$ cat src/rtl/resnet_tile_sched_if.sv
// resnet_tile_sched_if: result-row stream from the tile scheduler to the
// downstream result buffer. The scheduler is the master (drives valid, data and
// address); the buffer is the slave (drives ready).
`timescale 1ns/1ps
interface resnet_tile_sched_if #(
    parameter int LANES   = 8,
    parameter int PSUM_BW = 16,
    parameter int ADDR_W  = 10
);
    logic                       out_valid;
    logic                       out_ready;
    logic [LANES*PSUM_BW-1:0]   out_data;
    logic [ADDR_W-1:0]          out_addr;

    modport master (
        output out_valid,
        output out_data,
        output out_addr,
        input  out_ready
    );

    modport slave (
        input  out_valid,
        input  out_data,
        input  out_addr,
        output out_ready
    );
endinterface

$ cat src/rtl/resnet_tile_sched.sv
// resnet_tile_sched: tile-level controller for the ResNet layer flow.
// For every tile it kicks the systolic core, waits for completion (with a
// timeout), then walks the OP SRAM rows, adds the unsigned residual per lane
// and streams each finished row to the result buffer.
// Optional feature: define SCHED_RELU_EN to force lanes with a negative sum to 0.
`timescale 1ns/1ps
module resnet_tile_sched #(
    parameter int NUM_TILES = 64,
    parameter int ROWS      = 16,
    parameter int LANES     = 8,
    parameter int PSUM_BW   = 16,
    parameter int RES_BW    = 4,
    parameter int TIMEOUT   = 32768,
    localparam int TILE_W   = (NUM_TILES > 1) ? $clog2(NUM_TILES) : 1,
    localparam int ROW_W    = (ROWS > 1) ? $clog2(ROWS) : 1,
    localparam int ADDR_W   = (NUM_TILES * ROWS > 1) ? $clog2(NUM_TILES * ROWS) : 1,
    localparam int CNT_W    = (TIMEOUT > 1) ? $clog2(TIMEOUT) : 1,
    localparam int DATA_W   = LANES * PSUM_BW,
    localparam int RESQ_W   = LANES * RES_BW
) (
    input  logic                clk,
    input  logic                reset,

    // Run control
    input  logic                start,
    output logic                busy,
    output logic                done,
    output logic                err_timeout,
    output logic [TILE_W-1:0]   tile_idx,

    // Systolic core sequencing
    output logic                core_begin,
    input  logic                core_done,

    // OP SRAM (read only)
    output logic                op_cen,
    output logic                op_wen,
    output logic [ROW_W-1:0]    op_addr,
    input  logic [DATA_W-1:0]   op_q,

    // Residual SRAM
    output logic                res_cen,
    output logic [ADDR_W-1:0]   res_addr,
    input  logic [RESQ_W-1:0]   res_q,

    // Result stream
    resnet_tile_sched_if.master out_if
);

    typedef enum logic [2:0] {
        S_IDLE,
        S_KICK,
        S_WAIT,
        S_RD,
        S_CALC,
        S_PUSH,
        S_NEXT
    } state_t;

    state_t              state_q,    state_d;
    logic [TILE_W-1:0]   tile_idx_q, tile_idx_d;
    logic [ROW_W-1:0]    row_q,      row_d;
    logic [CNT_W-1:0]    cnt_q,      cnt_d;
    logic                err_q,      err_d;
    logic [DATA_W-1:0]   out_data_q, out_data_d;
    logic [ADDR_W-1:0]   out_addr_q, out_addr_d;

    logic                last_row;
    logic                last_tile;
    logic                timeout_hit;
    logic [ADDR_W-1:0]   row_gaddr;

    // Residual add per lane: the residual is unsigned and zero-extended, the
    // sum wraps at PSUM_BW bits; optionally negative lanes are clamped to 0.
    function automatic logic [DATA_W-1:0] post_proc(
        input logic [DATA_W-1:0] op_word,
        input logic [RESQ_W-1:0] res_word
    );
        logic [DATA_W-1:0]  row;
        logic [PSUM_BW-1:0] s;
        row = '0;
        for (int j = 0; j < LANES; j++) begin
            s = op_word[PSUM_BW*j +: PSUM_BW]
              + PSUM_BW'(res_word[RES_BW*j +: RES_BW]);
`ifdef SCHED_RELU_EN
            if (s[PSUM_BW-1]) begin
                s = '0;
            end
`else
            s = s;
`endif
            row[PSUM_BW*j +: PSUM_BW] = s;
        end
        return row;
    endfunction

    assign last_row    = (row_q == ROW_W'(ROWS - 1));
    assign last_tile   = (tile_idx_q == TILE_W'(NUM_TILES - 1));
    assign timeout_hit = (cnt_q == CNT_W'(TIMEOUT - 1));
    assign row_gaddr   = ADDR_W'(tile_idx_q) * ADDR_W'(ROWS) + ADDR_W'(row_q);

    // Next-state and datapath update for the tile/row sequencer.
    always_comb begin
        // NOTE: every signal assigned here gets a default first, so no path
        // leaves a value unassigned and no latch can be inferred.
        state_d    = state_q;
        tile_idx_d = tile_idx_q;
        row_d      = row_q;
        cnt_d      = cnt_q;
        err_d      = err_q;
        out_data_d = out_data_q;
        out_addr_d = out_addr_q;

        unique case (state_q)
            S_IDLE: begin
                if (start) begin
                    tile_idx_d = '0;
                    row_d      = '0;
                    err_d      = 1'b0;
                    state_d    = S_KICK;
                end
            end

            S_KICK: begin
                cnt_d   = '0;
                state_d = S_WAIT;
            end

            S_WAIT: begin
                if (core_done) begin
                    row_d   = '0;
                    state_d = S_RD;
                end else if (timeout_hit) begin
                    err_d   = 1'b1;
                    state_d = S_IDLE;
                end else begin
                    cnt_d = cnt_q + 1'b1;
                end
            end

            S_RD: begin
                state_d = S_CALC;
            end

            S_CALC: begin
                out_data_d = post_proc(op_q, res_q);
                out_addr_d = row_gaddr;
                state_d    = S_PUSH;
            end

            S_PUSH: begin
                if (out_if.out_ready) begin
                    if (last_row) begin
                        state_d = S_NEXT;
                    end else begin
                        row_d   = row_q + 1'b1;
                        state_d = S_RD;
                    end
                end
            end

            S_NEXT: begin
                if (last_tile) begin
                    state_d = S_IDLE;
                end else begin
                    tile_idx_d = tile_idx_q + 1'b1;
                    state_d    = S_KICK;
                end
            end

            default: begin
                state_d = S_IDLE;
            end
        endcase
    end

    // State and datapath registers; reset drops any pending result row.
    always_ff @(posedge clk or negedge reset) begin
        if (!reset) begin
            state_q    <= S_IDLE;
            tile_idx_q <= '0;
            row_q      <= '0;
            cnt_q      <= '0;
            err_q      <= 1'b0;
            out_data_q <= '0;
            out_addr_q <= '0;
        end else begin
            // NOTE: sequential state uses non-blocking assignments so every
            // flop samples the pre-edge values of its neighbours.
            state_q    <= state_d;
            tile_idx_q <= tile_idx_d;
            row_q      <= row_d;
            cnt_q      <= cnt_d;
            err_q      <= err_d;
            out_data_q <= out_data_d;
            out_addr_q <= out_addr_d;
        end
    end

    // Outputs are decoded from registered state only, so out_ready never
    // reaches out_valid combinationally.
    assign done        = (state_q == S_NEXT) && last_tile;
    assign busy        = (state_q != S_IDLE) && !done;
    assign err_timeout = err_q;
    assign tile_idx    = tile_idx_q;
    assign core_begin  = (state_q == S_KICK);

    assign op_cen      = (state_q != S_RD);
    assign op_wen      = 1'b1;
    assign op_addr     = row_q;
    assign res_cen     = (state_q != S_RD);
    assign res_addr    = row_gaddr;

    assign out_if.out_valid = (state_q == S_PUSH);
    assign out_if.out_data  = out_data_q;
    assign out_if.out_addr  = out_addr_q;

endmodule

$ cat src/flat_wrapper.sv
// flat-port wrapper written by rule: the top's interface ports become plain ports
module resnet_tile_sched_flat 
#(
    parameter int NUM_TILES = 64,
    parameter int ROWS      = 16,
    parameter int LANES     = 8,
    parameter int PSUM_BW   = 16,
    parameter int RES_BW    = 4,
    parameter int TIMEOUT   = 32768,
    localparam int TILE_W   = (NUM_TILES > 1) ? $clog2(NUM_TILES) : 1,
    localparam int ROW_W    = (ROWS > 1) ? $clog2(ROWS) : 1,
    localparam int ADDR_W   = (NUM_TILES * ROWS > 1) ? $clog2(NUM_TILES * ROWS) : 1,
    localparam int CNT_W    = (TIMEOUT > 1) ? $clog2(TIMEOUT) : 1,
    localparam int DATA_W   = LANES * PSUM_BW,
    localparam int RESQ_W   = LANES * RES_BW
)
  (clk, reset, start, busy, done, err_timeout, tile_idx, core_begin, core_done, op_cen, op_wen, op_addr, op_q, res_cen, res_addr, res_q, out_if_out_valid, out_if_out_data, out_if_out_addr, out_if_out_ready);
  resnet_tile_sched_if #(.LANES(LANES), .PSUM_BW(PSUM_BW), .ADDR_W((10))) out_if_i ();
  input  logic clk;
  input  logic reset;
  input  logic start;
  output logic busy;
  output logic done;
  output logic err_timeout;
  output logic [TILE_W-1:0] tile_idx;
  output logic core_begin;
  input  logic core_done;
  output logic op_cen;
  output logic op_wen;
  output logic [ROW_W-1:0] op_addr;
  input  logic [DATA_W-1:0] op_q;
  output logic res_cen;
  output logic [ADDR_W-1:0] res_addr;
  input  logic [RESQ_W-1:0] res_q;
  output wire logic [$bits(out_if_i.out_valid)-1:0] out_if_out_valid;
  output wire logic [$bits(out_if_i.out_data)-1:0] out_if_out_data;
  output wire logic [$bits(out_if_i.out_addr)-1:0] out_if_out_addr;
  input wire logic [$bits(out_if_i.out_ready)-1:0] out_if_out_ready;
  assign out_if_out_valid = out_if_i.out_valid;
  assign out_if_out_data = out_if_i.out_data;
  assign out_if_out_addr = out_if_i.out_addr;
  assign out_if_i.out_ready = out_if_out_ready;
  resnet_tile_sched #(.NUM_TILES(NUM_TILES), .ROWS(ROWS), .LANES(LANES), .PSUM_BW(PSUM_BW), .RES_BW(RES_BW), .TIMEOUT(TIMEOUT)) u_core (.clk(clk), .reset(reset), .start(start), .busy(busy), .done(done), .err_timeout(err_timeout), .tile_idx(tile_idx), .core_begin(core_begin), .core_done(core_done), .op_cen(op_cen), .op_wen(op_wen), .op_addr(op_addr), .op_q(op_q), .res_cen(res_cen), .res_addr(res_addr), .res_q(res_q), .out_if(out_if_i));
endmodule
$ cat config.mk
export PLATFORM = sky130hd
export DESIGN_NAME = resnet_tile_sched_flat
export DESIGN_NICKNAME = d
export VERILOG_FILES = /design/src/rtl/resnet_tile_sched_if.sv /design/src/rtl/resnet_tile_sched.sv /design/src/flat_wrapper.sv
export SDC_FILE = /design/constraint.sdc
export NUM_CORES = 1
export LEC_CHECK = 0
export BUFFER_PORTS_ARGS = -buffer_cell sky130_fd_sc_hd__buf_2
export CORE_MARGIN = 5
export CORE_UTILIZATION = 52
export CTS_BUF_LIST = sky130_fd_sc_hd__clkbuf_8
export CTS_CLUSTER_SIZE = 12
export DETAILED_ROUTE_END_ITERATION = 16
export MAX_ROUTING_LAYER = met4
export PLACE_DENSITY = 0.91
export SYNTH_ARGS = -nofsm -noshare
export SYNTH_HDL_FRONTEND = slang
export SYNTH_SLANG_ARGS = --single-unit
$ cat constraint.sdc
create_clock -name clk -period 2.3 [get_ports clk]
set_input_delay 0.345 -clock clk [delete_from_list [all_inputs] [get_ports clk]]
set_output_delay 0.345 -clock clk [all_outputs]
set_load 0.02 [all_outputs]
; After elaboration in Yosys (flattened, before gate mapping)
; Index checks and enable logic that the tools add are counted.
[totals]
regBits = 167
latch_bits = 0
ram_bits = 0
mem_bits_ro = 0
input_bits = 165
output_inout_bits = 166
word_cells = 74
n_memories = 0
[classes]
addsub = 12
n_mul = 0
n_div = 0
order_cmp = 0
n_eq_ne = 19
shifts = 0
mux = 22
bitwise = 0
reduce_logical = 14
[op_table]
columns = op, n
row1 = 16-bit by 4-bit adder with 16-bit output, 8
row2 = 15-bit two-way mux, 2
row3 = 15-bit case mux with 2 select lines, 1
row4 = 3-bit case mux with 7 select lines, 1
row5 = 4-bit two-way mux, 4
row6 = "15-bit by 1-bit adder with 15-bit output, second input constant", 1
row7 = "15-bit equality test, second input constant", 1
row8 = 3-bit two-way mux, 5
row9 = 6-bit two-way mux, 2
row10 = "2-bit != test, second input constant", 6
row11 = 4-bit case mux with 3 select lines, 1
row12 = 6-bit case mux with 2 select lines, 1
row13 = 10-bit by 4-bit adder with 10-bit output, 1
row14 = "3-bit equality test, second input constant", 3
row15 = 3-bit AND reduction, 3
row16 = "6-bit by 1-bit adder with 6-bit output, second input constant", 1
row17 = "3-bit by 2-bit equality test with 1-bit output, second input constant", 2
row18 = "6-bit equality test, second input constant", 1
row19 = "3-bit by 2-bit != test with 1-bit output, second input constant", 2
row20 = 2-bit nonzero test, 3
row21 = 3-bit nonzero test, 2
row22 = 5-bit AND reduction, 1
row23 = "4-bit by 1-bit adder with 4-bit output, second input constant", 1
row24 = "4-bit equality test, second input constant", 1
row25 = other kinds (8), 13

; Depth between registers and ports, before layout
[depth]
depth_word = 4
depth_mapped = 8
depth_no_buf = 8

; Least setup slack after synthesis
; Ideal clock, no wire load.
[synth_path]
path_type = input to register
start = input port op_q[16]
end = register u_core.out_data_q[30], in the netlist u_core.out_if.out_data[30]
setup_time_ns = 0.083
arrival_ns = 1.843
t_required_ns = 2.217
slack_ns = 0.375
cell_stages = 7
n_path_buf = 0
path_cell_list = ha_1 fa_1 a21o_1 a21oi_1 nor4bb_1 xnor2_1 o21ai_0
[synth_via]
elab_chain_cells = 1
[synth_lines]
columns = element, line_no
row1 = "start, declared", flat_wrapper.sv:31  ; input logic [DATA_W-1:0] op_q;
row2 = 16-bit by 4-bit adder with 16-bit output, resnet_tile_sched.sv:84  ; + PSUM_BW'(res_word[RES_BW*j +: RES_BW]);
row3 = "end signal, assigned", resnet_tile_sched.sv:195  ; out_data_q <= out_data_d;
row4 = "end, declared", resnet_tile_sched.sv:65  ; logic [DATA_W-1:0] out_data_q, out_data_d;
; Every way passes these cells.
; A chain may end at the register's enable or synchronous reset.

; Final worst setup path
[layout_path]
start = register u_core.tile_idx_q[3], in the netlist u_core.tile_idx[3]
end = output port busy
[layout_via]
elab_chain_cells = 4
[layout_lines]
columns = element, line_no
row1 = "start, declared", resnet_tile_sched.sv:61  ; logic [TILE_W-1:0] tile_idx_q, tile_idx_d;
row2 = "start signal, assigned", resnet_tile_sched.sv:191  ; tile_idx_q <= tile_idx_d;
row3 = 6-bit equality test, resnet_tile_sched.sv:98  ; assign last_tile = (tile_idx_q == TILE_W'(NUM_TILES - 1));
row4 = 1-bit logical AND, resnet_tile_sched.sv:202  ; assign done = (state_q == S_NEXT) && last_tile;
row5 = 1-bit zero test, resnet_tile_sched.sv:203  ; assign busy = (state_q != S_IDLE) && !done;
row6 = 1-bit logical AND, resnet_tile_sched.sv:203
row7 = "end, declared", flat_wrapper.sv:22  ; output logic busy;
; Every way passes these cells.

==> metrics.txt <==
status finished clean; # IOs 331; main flop type after synthesis dfrtp_1; CTS H-tree lvls 4; power per cell area 1110 nW/um^2; fmax 0.460 GHz; final max-slew violation count 0; DRC 0; clock skew 0.0213 ns; Starting DRT DRC Count 511; Net Switching 5710 uW; Post-synth EDFFs 0; setup violators final 0; worst hold margin 0.180 ns; unrepaired setup endpoints after global routing false; first-pass GRT wire length ~42 mm; die footprint approximately 21000 um^2; initial antenna violation count 8; Cells after Synth 987; Final #Nets approximately 1500; post-layout min period about 2.2 ns; min-delay worst type in2reg; CTS Buffer Depth 2; WL per Instance 17.1 um; overall die height 145 um; hold path cells 3; Total GRT Usage 0.257; period utilization 0.944; Worst R2R Path Depth 5; Int Power 7390 uW; Setup Slack @ Placement 0.145 ns; setup_tns 0 ns; kind of critical path reg2out; CTS tree done; post-synthesis sequential area ratio 0.444; largest fanout on the critical path 6; combinational group share of total power 0.451; clock network power share 0.170; ys async rst share 1.00; reg2reg start u_core.state_q[1]$_DFFE_PN0P_; total wire length 26.6 mm; # rows 49; data required time at the worst endpoint about 2 ns; Mapped Area 9410 um^2; # clock sinks 167; grt total ovfl 0; Post-DP Area between 10000 and 15000 um^2; router iterations before antenna repair 6; P_leak 0.00576 uW; layout cell share with drive strength beyond 1 0.321; Yosys cell types 57; number of fill cells between 1000 and 1500; final non-filler cell area between 10000 and 15000 um^2; Clock Tree Root clkbuf_8; DR vias 8516; most area-consuming cells after synthesis dfrtp_1 (44%), xnor2_1 (6.9%), o21ai_0 (6.9%); vias in the first global route 8409; Final Hold Viols 0; sequential share of power 0.379; Final ANT Viol Nets 0; area grow syn2layout 25.2%; synthesis-stage register bit count 167; Synthesis Warnings 0; HP Start op_q[15]; Initial Util 0.526; Setup Buffers After CTS 0; syn nets 1195; Worst Tran Pin Value 0.708 ns; synthesized area per cell 9.54 um^2; Die X 145 um; Std-Cell Core Area 17900 um^2; top-area cell type share of the netlist area 0.444; IO Port Bufs between 300 and 400; final worst slack 0.128 ns; Critical Path Source u_core.tile_idx[3]$_DFFE_PN0P_; worst vdd ir between 700 and 800 uV; crit path DAT 1.83 ns; number of max-cap violations 0; Reg clk slew, reported paths ~0.090 ns; Final Wtd Congestion roughly 0.94; CP Launch Type flip-flop; critical path capture point type output port; Num CTS Buffers 17; DP Wirelength 21.0 mm; largest area contributor in the netlist dfrtp_1; Slew HR 0.523; most instantiated cells after synthesis dfrtp_1 (167), nand2_1 (167), o21ai_0 (129), xnor2_1 (74), xor2_1 (42); sw frac 0.436; pin count of the biggest net entering global routing 68; vias per cell 5.48; worst skew pair latency 0.45 ns
kinds of logic (layout without fill, tap and decap cells):
logic type,after synthesis,count (layout),share of synthesized area
simple gates,350,350,0.183
compound gates,221,221,0.136
flops,167,167,0.444
xor+xnor,116,116,0.108
buf+inv,62,391,0.0324
fa+ha+maj,43,43,0.0635
mux,27,27,0.0322
other cells,1,9,0.000398
metrics by stage:
step	util	cells	total power, uW
final	0.658	1553	13100
after global placement	0.633	1513	10700
after CTS	0.657	1545	13200
after detailed placement	0.633	1513	11000
after global routing	0.658	1553	14000
after floorplan	-	987	8540
placed cells by master, fill, tap and decap left out, types with 8 or more instances in the layout:
cell	synthesis	routed
o31ai_1	8	8
a21o_1	16	16
buf_2	16	328
xnor2_1	74	74
nor3_1	21	21
diode_2	0	8
fa_1	8	8
buf_4	12	14
nand4_1	21	21
nand3_1	37	37
clkbuf_8	0	19
o21ai_0	129	129
nor2_1	34	34
and4_1	10	10
mux2_2	26	26
a21oi_1	29	29
xor2_1	42	42
nor3b_1	14	14
inv_1	8	9
and3_1	14	14
dfrtp_1	167	162
ha_1	35	35
nand2_1	167	166
registers in the layout (all words and copies together) (netlist names):
| signal | cells |
|---|---|
| u_core.err_timeout | 1 |
| u_core.out_if.out_data | 128 |
| u_core.op_addr | 4 |
| u_core.out_if.out_addr | 10 |
| u_core.state_q | 3 |
| u_core.tile_idx | 6 |
| u_core.cnt_q | 15 |
worst paths after layout:
path,end,slack (ns)
worst max-delay path,busy,0.13
worst min-delay path,u_core.out_if.out_data[15]$_DFFE_PN0P_,0.18
worst max register to register,u_core.cnt_q[6]$_DFFE_PN0P_,0.32
worst min register to register,u_core.out_if.out_data[60]$_DFFE_PN0P_,0.48
max in group asynchronous,u_core.out_if.out_data[117]$_DFFE_PN0P_,1.13
min in group asynchronous,u_core.out_if.out_data[32]$_DFFE_PN0P_,0.41
routing by layer:
layer  wire (um)  track usage
met1       10300        0.301
met2       13600        0.429
met3        1780       0.0506
met4         902        0.112
met5           0            -
power by group through the flow:
stage,Combinational (uW),Sequential [uW],Clock (uW)
floorplan,2200,6340,0
global placement,5770,4930,0
detailed placement,5960,5010,0
CTS,5970,4950,2290
global route,6480,5120,2410
finish,5910,4970,2220
critical path, stage by stage, from the launching register on:
cell     delay, ns
dfrtp_1       0.46
and3_1        0.23
nand4_1       0.16
a211o_1       0.35
buf_2         0.17
repair_timing:
item	CTS	global route
gates resized for setup	0	5
endpoints found under the setup margin	0	2
hold buffers	1	0
endpoints found under the hold margin	53	0
final cells by class:
type / instances / area, um^2 / area share
antenna: 8 / 20.0 / 0.00170
clock buffer: 19 / 262 / 0.0222
clock inverter: 12 / 150 / 0.0127
inverter: 9 / 33.8 / 0.00287
multi-input combinational: 758 / 4930 / 0.419
sequential: 167 / 4190 / 0.355
tap: 229 / 287 / 0.0243
timing repair buffer: 351 / 1910 / 0.162
Note: power is estimated with default switching activity, not from simulation.
